--- src/rtl/char_overlay_ctrl_if.sv ---
// Port bundle for char_overlay_ctrl: control (enable, text writes), video in/out
// and the glyph ROM bus.
interface char_overlay_ctrl_if #(
    parameter int CHAR_NUM       = 8,
    parameter int CODE_WIDTH     = 4,
    parameter int ROM_ADDR_WIDTH = 8
);
    logic                        enable;
    logic                        txt_we;
    logic [$clog2(CHAR_NUM)-1:0] txt_waddr;
    logic [CODE_WIDTH-1:0]       txt_wdata;
    logic                        i_vsync;
    logic                        i_hsync;
    logic                        i_de;
    logic [23:0]                 i_data;
    logic [ROM_ADDR_WIDTH-1:0]   rom_raddr;
    logic [7:0]                  rom_rdata;
    logic                        o_vsync;
    logic                        o_hsync;
    logic                        o_de;
    logic [23:0]                 o_data;
    logic                        active;

    // No handshake: video is one pixel per clock qualified by i_de, text writes
    // take effect on the edge where txt_we is high, ROM data is combinational.
    modport slave (
        input  enable, txt_we, txt_waddr, txt_wdata,
        input  i_vsync, i_hsync, i_de, i_data, rom_rdata,
        output rom_raddr, o_vsync, o_hsync, o_de, o_data, active
    );

    modport master (
        output enable, txt_we, txt_waddr, txt_wdata,
        output i_vsync, i_hsync, i_de, i_data, rom_rdata,
        input  rom_raddr, o_vsync, o_hsync, o_de, o_data, active
    );
endinterface

--- src/rtl/char_overlay_ctrl.sv ---
// Overlays a CHAR_NUM-character string from an 8-pixel-wide glyph ROM onto an
// RGB888 stream with a fixed 2-clock latency; the text buffer is committed at frame start.
module char_overlay_ctrl #(
    parameter int          H_START        = 100,
    parameter int          V_START        = 100,
    parameter int          CHAR_NUM       = 8,
    parameter int          CHAR_H         = 16,
    parameter int          CODE_WIDTH     = 4,
    parameter int          ROM_ADDR_WIDTH = 8,
    parameter logic [23:0] FG_COLOR       = 24'hFFFFFF
) (
    input logic                 clk,
    input logic                 rst_n,
    char_overlay_ctrl_if.slave  bus
);
    localparam int IDX_W = $clog2(CHAR_NUM);
    localparam int ROW_W = $clog2(CHAR_H);
    localparam logic [12:0] H_LO = 13'(H_START);
    localparam logic [12:0] H_HI = 13'(H_START + 8 * CHAR_NUM);
    localparam logic [12:0] V_LO = 13'(V_START);
    localparam logic [12:0] V_HI = 13'(V_START + CHAR_H);
    // Only the low bits of the offsets are needed for idx/col/row.
    localparam logic [IDX_W+2:0] H_OFF = (IDX_W + 3)'(H_START);
    localparam logic [ROW_W-1:0] V_OFF = ROW_W'(V_START);

    typedef enum logic {IDLE = 1'b0, SHOW = 1'b1} state_t;

    state_t state_q, state_d;
    logic   vs_prev_q, vs_prev_d;
    logic   de_prev_q, de_prev_d;
    logic [11:0] x_cnt_q, x_cnt_d;
    logic [11:0] y_cnt_q, y_cnt_d;
    logic [CHAR_NUM-1:0][CODE_WIDTH-1:0] shadow_q, shadow_d;
    logic [CHAR_NUM-1:0][CODE_WIDTH-1:0] live_q, live_d;

    logic [ROM_ADDR_WIDTH-1:0] rom_raddr_q, rom_raddr_d;
    logic [2:0]  s1_col_q, s1_col_d;
    logic        s1_in_win_q, s1_in_win_d;
    logic        s1_vs_q, s1_vs_d, s1_hs_q, s1_hs_d, s1_de_q, s1_de_d;
    logic [23:0] s1_data_q, s1_data_d;
    logic        o_vs_q, o_vs_d, o_hs_q, o_hs_d, o_de_q, o_de_d;
    logic [23:0] o_data_q, o_data_d;

    logic             fs, de_fall, in_win, pix_on;
    logic [IDX_W+2:0] dx;
    logic [ROW_W-1:0] dy;

    always_comb begin
        fs      = bus.i_vsync & ~vs_prev_q;
        de_fall = ~bus.i_de & de_prev_q;
        vs_prev_d = bus.i_vsync;
        de_prev_d = bus.i_de;

        x_cnt_d = x_cnt_q;
        if (bus.i_de) begin
            if (x_cnt_q != 12'hFFF) x_cnt_d = x_cnt_q + 12'd1;
        end else if (de_fall) begin
            x_cnt_d = 12'd0;
        end

        y_cnt_d = y_cnt_q;
        if (fs) begin
            y_cnt_d = 12'd0;
        end else if (de_fall && (y_cnt_q != 12'hFFF)) begin
            y_cnt_d = y_cnt_q + 12'd1;
        end

        // live copies the pre-write shadow, so a write on the fs edge lands a frame later
        shadow_d = shadow_q;
        if (bus.txt_we) shadow_d[bus.txt_waddr] = bus.txt_wdata;
        live_d = fs ? shadow_q : live_q;

        state_d = state_q;
        case (state_q)
            IDLE:    if (fs && bus.enable)  state_d = SHOW;
            SHOW:    if (fs && !bus.enable) state_d = IDLE;
            default: state_d = IDLE;
        endcase
    end

    always_comb begin
        in_win = (state_q == SHOW) && bus.i_de
              && ({1'b0, x_cnt_q} >= H_LO) && ({1'b0, x_cnt_q} < H_HI)
              && ({1'b0, y_cnt_q} >= V_LO) && ({1'b0, y_cnt_q} < V_HI);
        dx = x_cnt_q[IDX_W+2:0] - H_OFF;
        dy = y_cnt_q[ROW_W-1:0] - V_OFF;

        rom_raddr_d = in_win ? {live_q[dx[IDX_W+2:3]], dy} : rom_raddr_q;
        s1_col_d    = dx[2:0];
        s1_in_win_d = in_win;
        s1_vs_d     = bus.i_vsync;
        s1_hs_d     = bus.i_hsync;
        s1_de_d     = bus.i_de;
        s1_data_d   = bus.i_data;

        pix_on   = s1_in_win_q & bus.rom_rdata[3'd7 - s1_col_q];
        o_data_d = pix_on ? FG_COLOR : s1_data_q;
        o_vs_d   = s1_vs_q;
        o_hs_d   = s1_hs_q;
        o_de_d   = s1_de_q;
    end

    always_ff @(posedge clk or negedge rst_n) begin
        if (!rst_n) begin
            state_q     <= IDLE;
            vs_prev_q   <= 1'b0;
            de_prev_q   <= 1'b0;
            x_cnt_q     <= '0;
            y_cnt_q     <= '0;
            shadow_q    <= '0;
            live_q      <= '0;
            rom_raddr_q <= '0;
            s1_col_q    <= '0;
            s1_in_win_q <= 1'b0;
            s1_vs_q     <= 1'b0;
            s1_hs_q     <= 1'b0;
            s1_de_q     <= 1'b0;
            s1_data_q   <= '0;
            o_vs_q      <= 1'b0;
            o_hs_q      <= 1'b0;
            o_de_q      <= 1'b0;
            o_data_q    <= '0;
        end else begin
            state_q     <= state_d;
            vs_prev_q   <= vs_prev_d;
            de_prev_q   <= de_prev_d;
            x_cnt_q     <= x_cnt_d;
            y_cnt_q     <= y_cnt_d;
            shadow_q    <= shadow_d;
            live_q      <= live_d;
            rom_raddr_q <= rom_raddr_d;
            s1_col_q    <= s1_col_d;
            s1_in_win_q <= s1_in_win_d;
            s1_vs_q     <= s1_vs_d;
            s1_hs_q     <= s1_hs_d;
            s1_de_q     <= s1_de_d;
            s1_data_q   <= s1_data_d;
            o_vs_q      <= o_vs_d;
            o_hs_q      <= o_hs_d;
            o_de_q      <= o_de_d;
            o_data_q    <= o_data_d;
        end
    end

    assign bus.rom_raddr = rom_raddr_q;
    assign bus.o_vsync   = o_vs_q;
    assign bus.o_hsync   = o_hs_q;
    assign bus.o_de      = o_de_q;
    assign bus.o_data    = o_data_q;
    assign bus.active    = (state_q == SHOW);
endmodule

--- src/flat_wrapper.sv ---
// flat-port wrapper written by rule: the top's interface ports become plain ports
module char_overlay_ctrl_flat 
#(
    parameter int          H_START        = 100,
    parameter int          V_START        = 100,
    parameter int          CHAR_NUM       = 8,
    parameter int          CHAR_H         = 16,
    parameter int          CODE_WIDTH     = 4,
    parameter int          ROM_ADDR_WIDTH = 8,
    parameter logic [23:0] FG_COLOR       = 24'hFFFFFF
)
  (clk, rst_n, bus_enable, bus_txt_we, bus_txt_waddr, bus_txt_wdata, bus_i_vsync, bus_i_hsync, bus_i_de, bus_i_data, bus_rom_rdata, bus_rom_raddr, bus_o_vsync, bus_o_hsync, bus_o_de, bus_o_data, bus_active);
  char_overlay_ctrl_if #(.CHAR_NUM(CHAR_NUM), .CODE_WIDTH(CODE_WIDTH), .ROM_ADDR_WIDTH(ROM_ADDR_WIDTH)) bus_i ();
  input logic clk;
  input logic rst_n;
  input wire logic [$bits(bus_i.enable)-1:0] bus_enable;
  input wire logic [$bits(bus_i.txt_we)-1:0] bus_txt_we;
  input wire logic [$bits(bus_i.txt_waddr)-1:0] bus_txt_waddr;
  input wire logic [$bits(bus_i.txt_wdata)-1:0] bus_txt_wdata;
  input wire logic [$bits(bus_i.i_vsync)-1:0] bus_i_vsync;
  input wire logic [$bits(bus_i.i_hsync)-1:0] bus_i_hsync;
  input wire logic [$bits(bus_i.i_de)-1:0] bus_i_de;
  input wire logic [$bits(bus_i.i_data)-1:0] bus_i_data;
  input wire logic [$bits(bus_i.rom_rdata)-1:0] bus_rom_rdata;
  output wire logic [$bits(bus_i.rom_raddr)-1:0] bus_rom_raddr;
  output wire logic [$bits(bus_i.o_vsync)-1:0] bus_o_vsync;
  output wire logic [$bits(bus_i.o_hsync)-1:0] bus_o_hsync;
  output wire logic [$bits(bus_i.o_de)-1:0] bus_o_de;
  output wire logic [$bits(bus_i.o_data)-1:0] bus_o_data;
  output wire logic [$bits(bus_i.active)-1:0] bus_active;
  assign bus_i.enable = bus_enable;
  assign bus_i.txt_we = bus_txt_we;
  assign bus_i.txt_waddr = bus_txt_waddr;
  assign bus_i.txt_wdata = bus_txt_wdata;
  assign bus_i.i_vsync = bus_i_vsync;
  assign bus_i.i_hsync = bus_i_hsync;
  assign bus_i.i_de = bus_i_de;
  assign bus_i.i_data = bus_i_data;
  assign bus_i.rom_rdata = bus_rom_rdata;
  assign bus_rom_raddr = bus_i.rom_raddr;
  assign bus_o_vsync = bus_i.o_vsync;
  assign bus_o_hsync = bus_i.o_hsync;
  assign bus_o_de = bus_i.o_de;
  assign bus_o_data = bus_i.o_data;
  assign bus_active = bus_i.active;
  char_overlay_ctrl #(.H_START(H_START), .V_START(V_START), .CHAR_NUM(CHAR_NUM), .CHAR_H(CHAR_H), .CODE_WIDTH(CODE_WIDTH), .ROM_ADDR_WIDTH(ROM_ADDR_WIDTH), .FG_COLOR(FG_COLOR)) u_core (.clk(clk), .rst_n(rst_n), .bus(bus_i));
endmodule
--- config.mk ---
export PLATFORM = sky130hd
export DESIGN_NAME = char_overlay_ctrl_flat
export DESIGN_NICKNAME = d
export VERILOG_FILES = /design/src/rtl/char_overlay_ctrl_if.sv /design/src/rtl/char_overlay_ctrl.sv /design/src/flat_wrapper.sv
export SDC_FILE = /design/constraint.sdc
export NUM_CORES = 1
export LEC_CHECK = 0
export BUFFER_PORTS_ARGS = -buffer_cell sky130_fd_sc_hd__buf_4
export CORE_ASPECT_RATIO = 2
export CORE_MARGIN = 2
export CORE_UTILIZATION = 40
export CTS_CLUSTER_DIAMETER = 120
export DETAILED_ROUTE_END_ITERATION = 12
export PLACE_DENSITY = 0.62
export SLEW_MARGIN = 20
export SYNTH_ARGS = -nofsm -noshare
export SYNTH_HDL_FRONTEND = slang
export SYNTH_SLANG_ARGS = --single-unit
--- constraint.sdc ---
create_clock -name clk -period 3.1 [get_ports clk]
set_input_delay 0.62 -clock clk [delete_from_list [all_inputs] [get_ports clk]]
set_output_delay 0.62 -clock clk [all_outputs]
set_load 0.1 [all_outputs]
==> flow_summary.json <==
{
  "initial_core_util": 0.4107,
  "die_x_um": 92.61,
  "crit_type": "reg2reg",
  "hp-class": "in2async",
  "via_count": 3949,
  "synth_ff_type": "dfrtp_1",
  "synth-seq-area-share": 0.6175,
  "ant_nets": 0,
  "clk_pin_slew_ns": 0.06,
  "post_cts_resized": 0,
  "synth_area_per_cell_um2": 13.51,
  "layout.nets": 612,
  "post_cts_buffers": 0,
  "core-area_um2": 15290,
  "final_common_cell": "dfrtp_1",
  "cts_num_sinks": 155,
  "io_buffer_count": 81,
  "final.setup.tns_ns": 0,
  "cts_max_path_buffers": 2,
  "pwr-share-seq": 0.447,
  "die-height_um": 181.2,
  "drt_iter0_drc": 170,
  "grtUsageTotal": 0.1668,
  "crit_fanout": 8,
  "syn_to_final_growth_pct": 22.83,
  "final_util": 0.5044,
  "die_area_um2": 16780,
  "cts_tree": "yes",
  "synth_fp_nets": 521,
  "critPathCapture": "u_core.bus.rom_raddr[5]$_DFFE_PN0P_",
  "num_rows": 64,
  "clkPwrFrac": 0.360,
  "overflow": 0,
  "crit_path_start_kind": "flip-flop",
  "total_leakage_power_nw": 3.458,
  "synth_warnings": 0,
  "period_needed_ns": 2.512,
  "syn_inst": 465,
  "hold_viol": 0,
  "power.total_w": 0.005539,
  "timing.rr.end": "u_core.bus.rom_raddr[5]$_DFFE_PN0P_",
  "via_per_inst": 5.149,
  "startpoint": "u_core.x_cnt_q[2]$_DFFE_PN0P_",
  "drc_errors": 0,
  "num_antenna_cells": 0,
  "synth_top_area_frac": 0.6175,
  "finalSetupViolCount": 0,
  "p_sw_frac": 0.2817,
  "timing.fmax_mhz": 398.1,
  "antenna_found_initial": 0,
  "relSlewSlack": 0.4466,
  "synthArstFlopShare": 1.000,
  "firstDrtPassIters": 4,
  "htree_levels": 4,
  "p_per_area_nw_per_um2": 717.9,
  "wl_mm": 13.15,
  "internal_power_w": 0.003978,
  "timing.hold.ws_ns": 0.05587,
  "tritoncts.num_buffers": 17,
  "maxCapViolCount": 0,
  "routedWlPerCell_um": 17.15,
  "irDropWorstVdd_mv": 0.3791,
  "rr_startpoint": "u_core.x_cnt_q[2]$_DFFE_PN0P_",
  "dpl_cell_area_um2": 7141,
  "cp-end-kind": "flip-flop",
  "drive_above_1_share": 0.3568,
  "synth_edf_count": 0,
  "cts_root_buffer": "clkbuf_16",
  "synth_area_leaders": "dfrtp_1 (62%), mux2_2 (13%), nand2b_1 (2.7%)",
  "clk_latency_ns": 0.42,
  "reg2reg_slack_ns": 0.59,
  "layout_common_cells": "dfrtp_1 (155), buf_4 (85), mux2_2 (74)",
  "cts_hold_buf": 0,
  "grt_max_degree": 92,
  "combPwrFrac": 0.193,
  "fin_area_um2": 7715,
  "crit_arrival_ns": 2.80,
  "drv_slew": 0,
  "fin_worst_skew_ns": 0.008601,
  "ys_types": 47,
  "p_sw_w": 0.001561,
  "fin_crit_sh": 0.8103,
  "pin_count": 82,
  "critPathRequiredTime_ns": 3.39,
  "tightestPinTransition_ns": 0.8231,
  "run_status": "finished, final reports clean",
  "grt_pass1_wl_mm": 21.36,
  "rsz0062_at_grt": "no",
  "synth-seq-cells": 155,
  "r2r_cells": 6,
  "syn_area_um2": 6281,
  "dpl.hpwl_mm": 9.460,
  "routabilityCongestion": 0.8009,
  "grt_pass1_vias": 4213,
  "synth_largest_area_cell": "dfrtp_1"
}
worst max-delay path, cell delays in order (launching register included):
cell,delay [ns]
dfrtp_1,0.44
inv_1,0.16
ha_1,0.19
nor2b_1,0.24
o21ai_0,0.16
or4_1,0.78
mux2_1,0.41
metrics by stage:
step	worst slack [ns]	cells
floorplan	0.4582	465
global placement	0.5307	735
detailed placement	0.5198	735
CTS	0.5484	767
global route	0.4207	767
finish	0.5881	767
how the worst min path moves through the flow:
| stage | end | start | cells after the start |
|---|---|---|---|
| finish | u_core.bus.o_data[3]$_DFF_PN0_ | rst_n | 1 |
| detailed placement | u_core.bus.o_hsync$_DFF_PN0_ | u_core.o_hs_d$_DFF_PN0_ | 0 |
| global route | u_core.bus.o_data[3]$_DFF_PN0_ | rst_n | 1 |
| global placement | u_core.bus.o_hsync$_DFF_PN0_ | u_core.o_hs_d$_DFF_PN0_ | 0 |
| floorplan | async pin | rst_n | 0 |
| CTS | u_core.bus.o_data[8]$_DFF_PN0_ | rst_n | 1 |
synthesized netlist by cell type, drive strengths merged (3+ instances only):
cell type  number
ha             10
xor2            4
o21ai          17
nor2b           4
clkbuf         12
or3             5
a211oi         10
mux2i          11
nand2b         27
a21oi           3
nor3            8
dfrtp         155
xnor2           6
inv            12
nand4b          3
nor2           24
buf             3
nand3          11
nand4           5
mux2           81
o32a            4
o31ai           4
a221oi          4
nand2          19
power groups by stage:
stage	registers (W)	clock network, W	logic [W]
finish	0.00248	0.00199	0.00107
global route	0.00252	0.00214	0.00116
CTS	0.00248	0.00205	0.00109
detailed placement	0.00251	0	0.00108
global placement	0.00250	0	0.00104
floorplan	0.00260	0	0.000636
per-layer routing:
layer,GRT usage,wire [um]
met1,0.1741,4825
met2,0.3013,7331
met4,0.09313,469
met5,0,0
met3,0.03753,527
kinds of logic (layout without fill, tap and decap cells):
family / Yosys count / after routing / synth area share
muxes: 94 / 94 / 0.1717
and+or+nand+nor: 119 / 119 / 0.1044
xor gates and xnor gates: 10 / 10 / 0.01394
DFF: 155 / 155 / 0.6175
buffers and inverters: 27 / 131 / 0.01753
AOI/OAI and AO/OA: 50 / 50 / 0.05498
adders and majority gates: 10 / 10 / 0.01992
state kept, by name (all words and copies together) (netlist names), named ones only:
signal,flops
u_core.live_q,32
u_core.y_cnt_q,12
u_core.de_prev_q,1
u_core.shadow_q,32
u_core.vs_prev_q,1
u_core.bus.o_hsync,1
u_core.o_hs_d,1
u_core.bus.o_de,1
u_core.bus.rom_raddr,8
u_core.bus.o_vsync,1
u_core.bus.o_data,24
u_core.x_cnt_q,12
u_core.s1_col_q,3
u_core.s1_in_win_q,1
u_core.s1_data_q,24
layout make-up:
type | instances | area (um^2)
tap | 198 | 247.7
multi-input combinational | 283 | 2300
clock inverter | 11 | 113.9
timing repair buffer | 87 | 669.4
inverter | 12 | 45.04
sequential | 155 | 3879
clock buffer | 21 | 460.4
fill | 1339 | 7580
No activity file was read; power rests on OpenSTA's default activity.
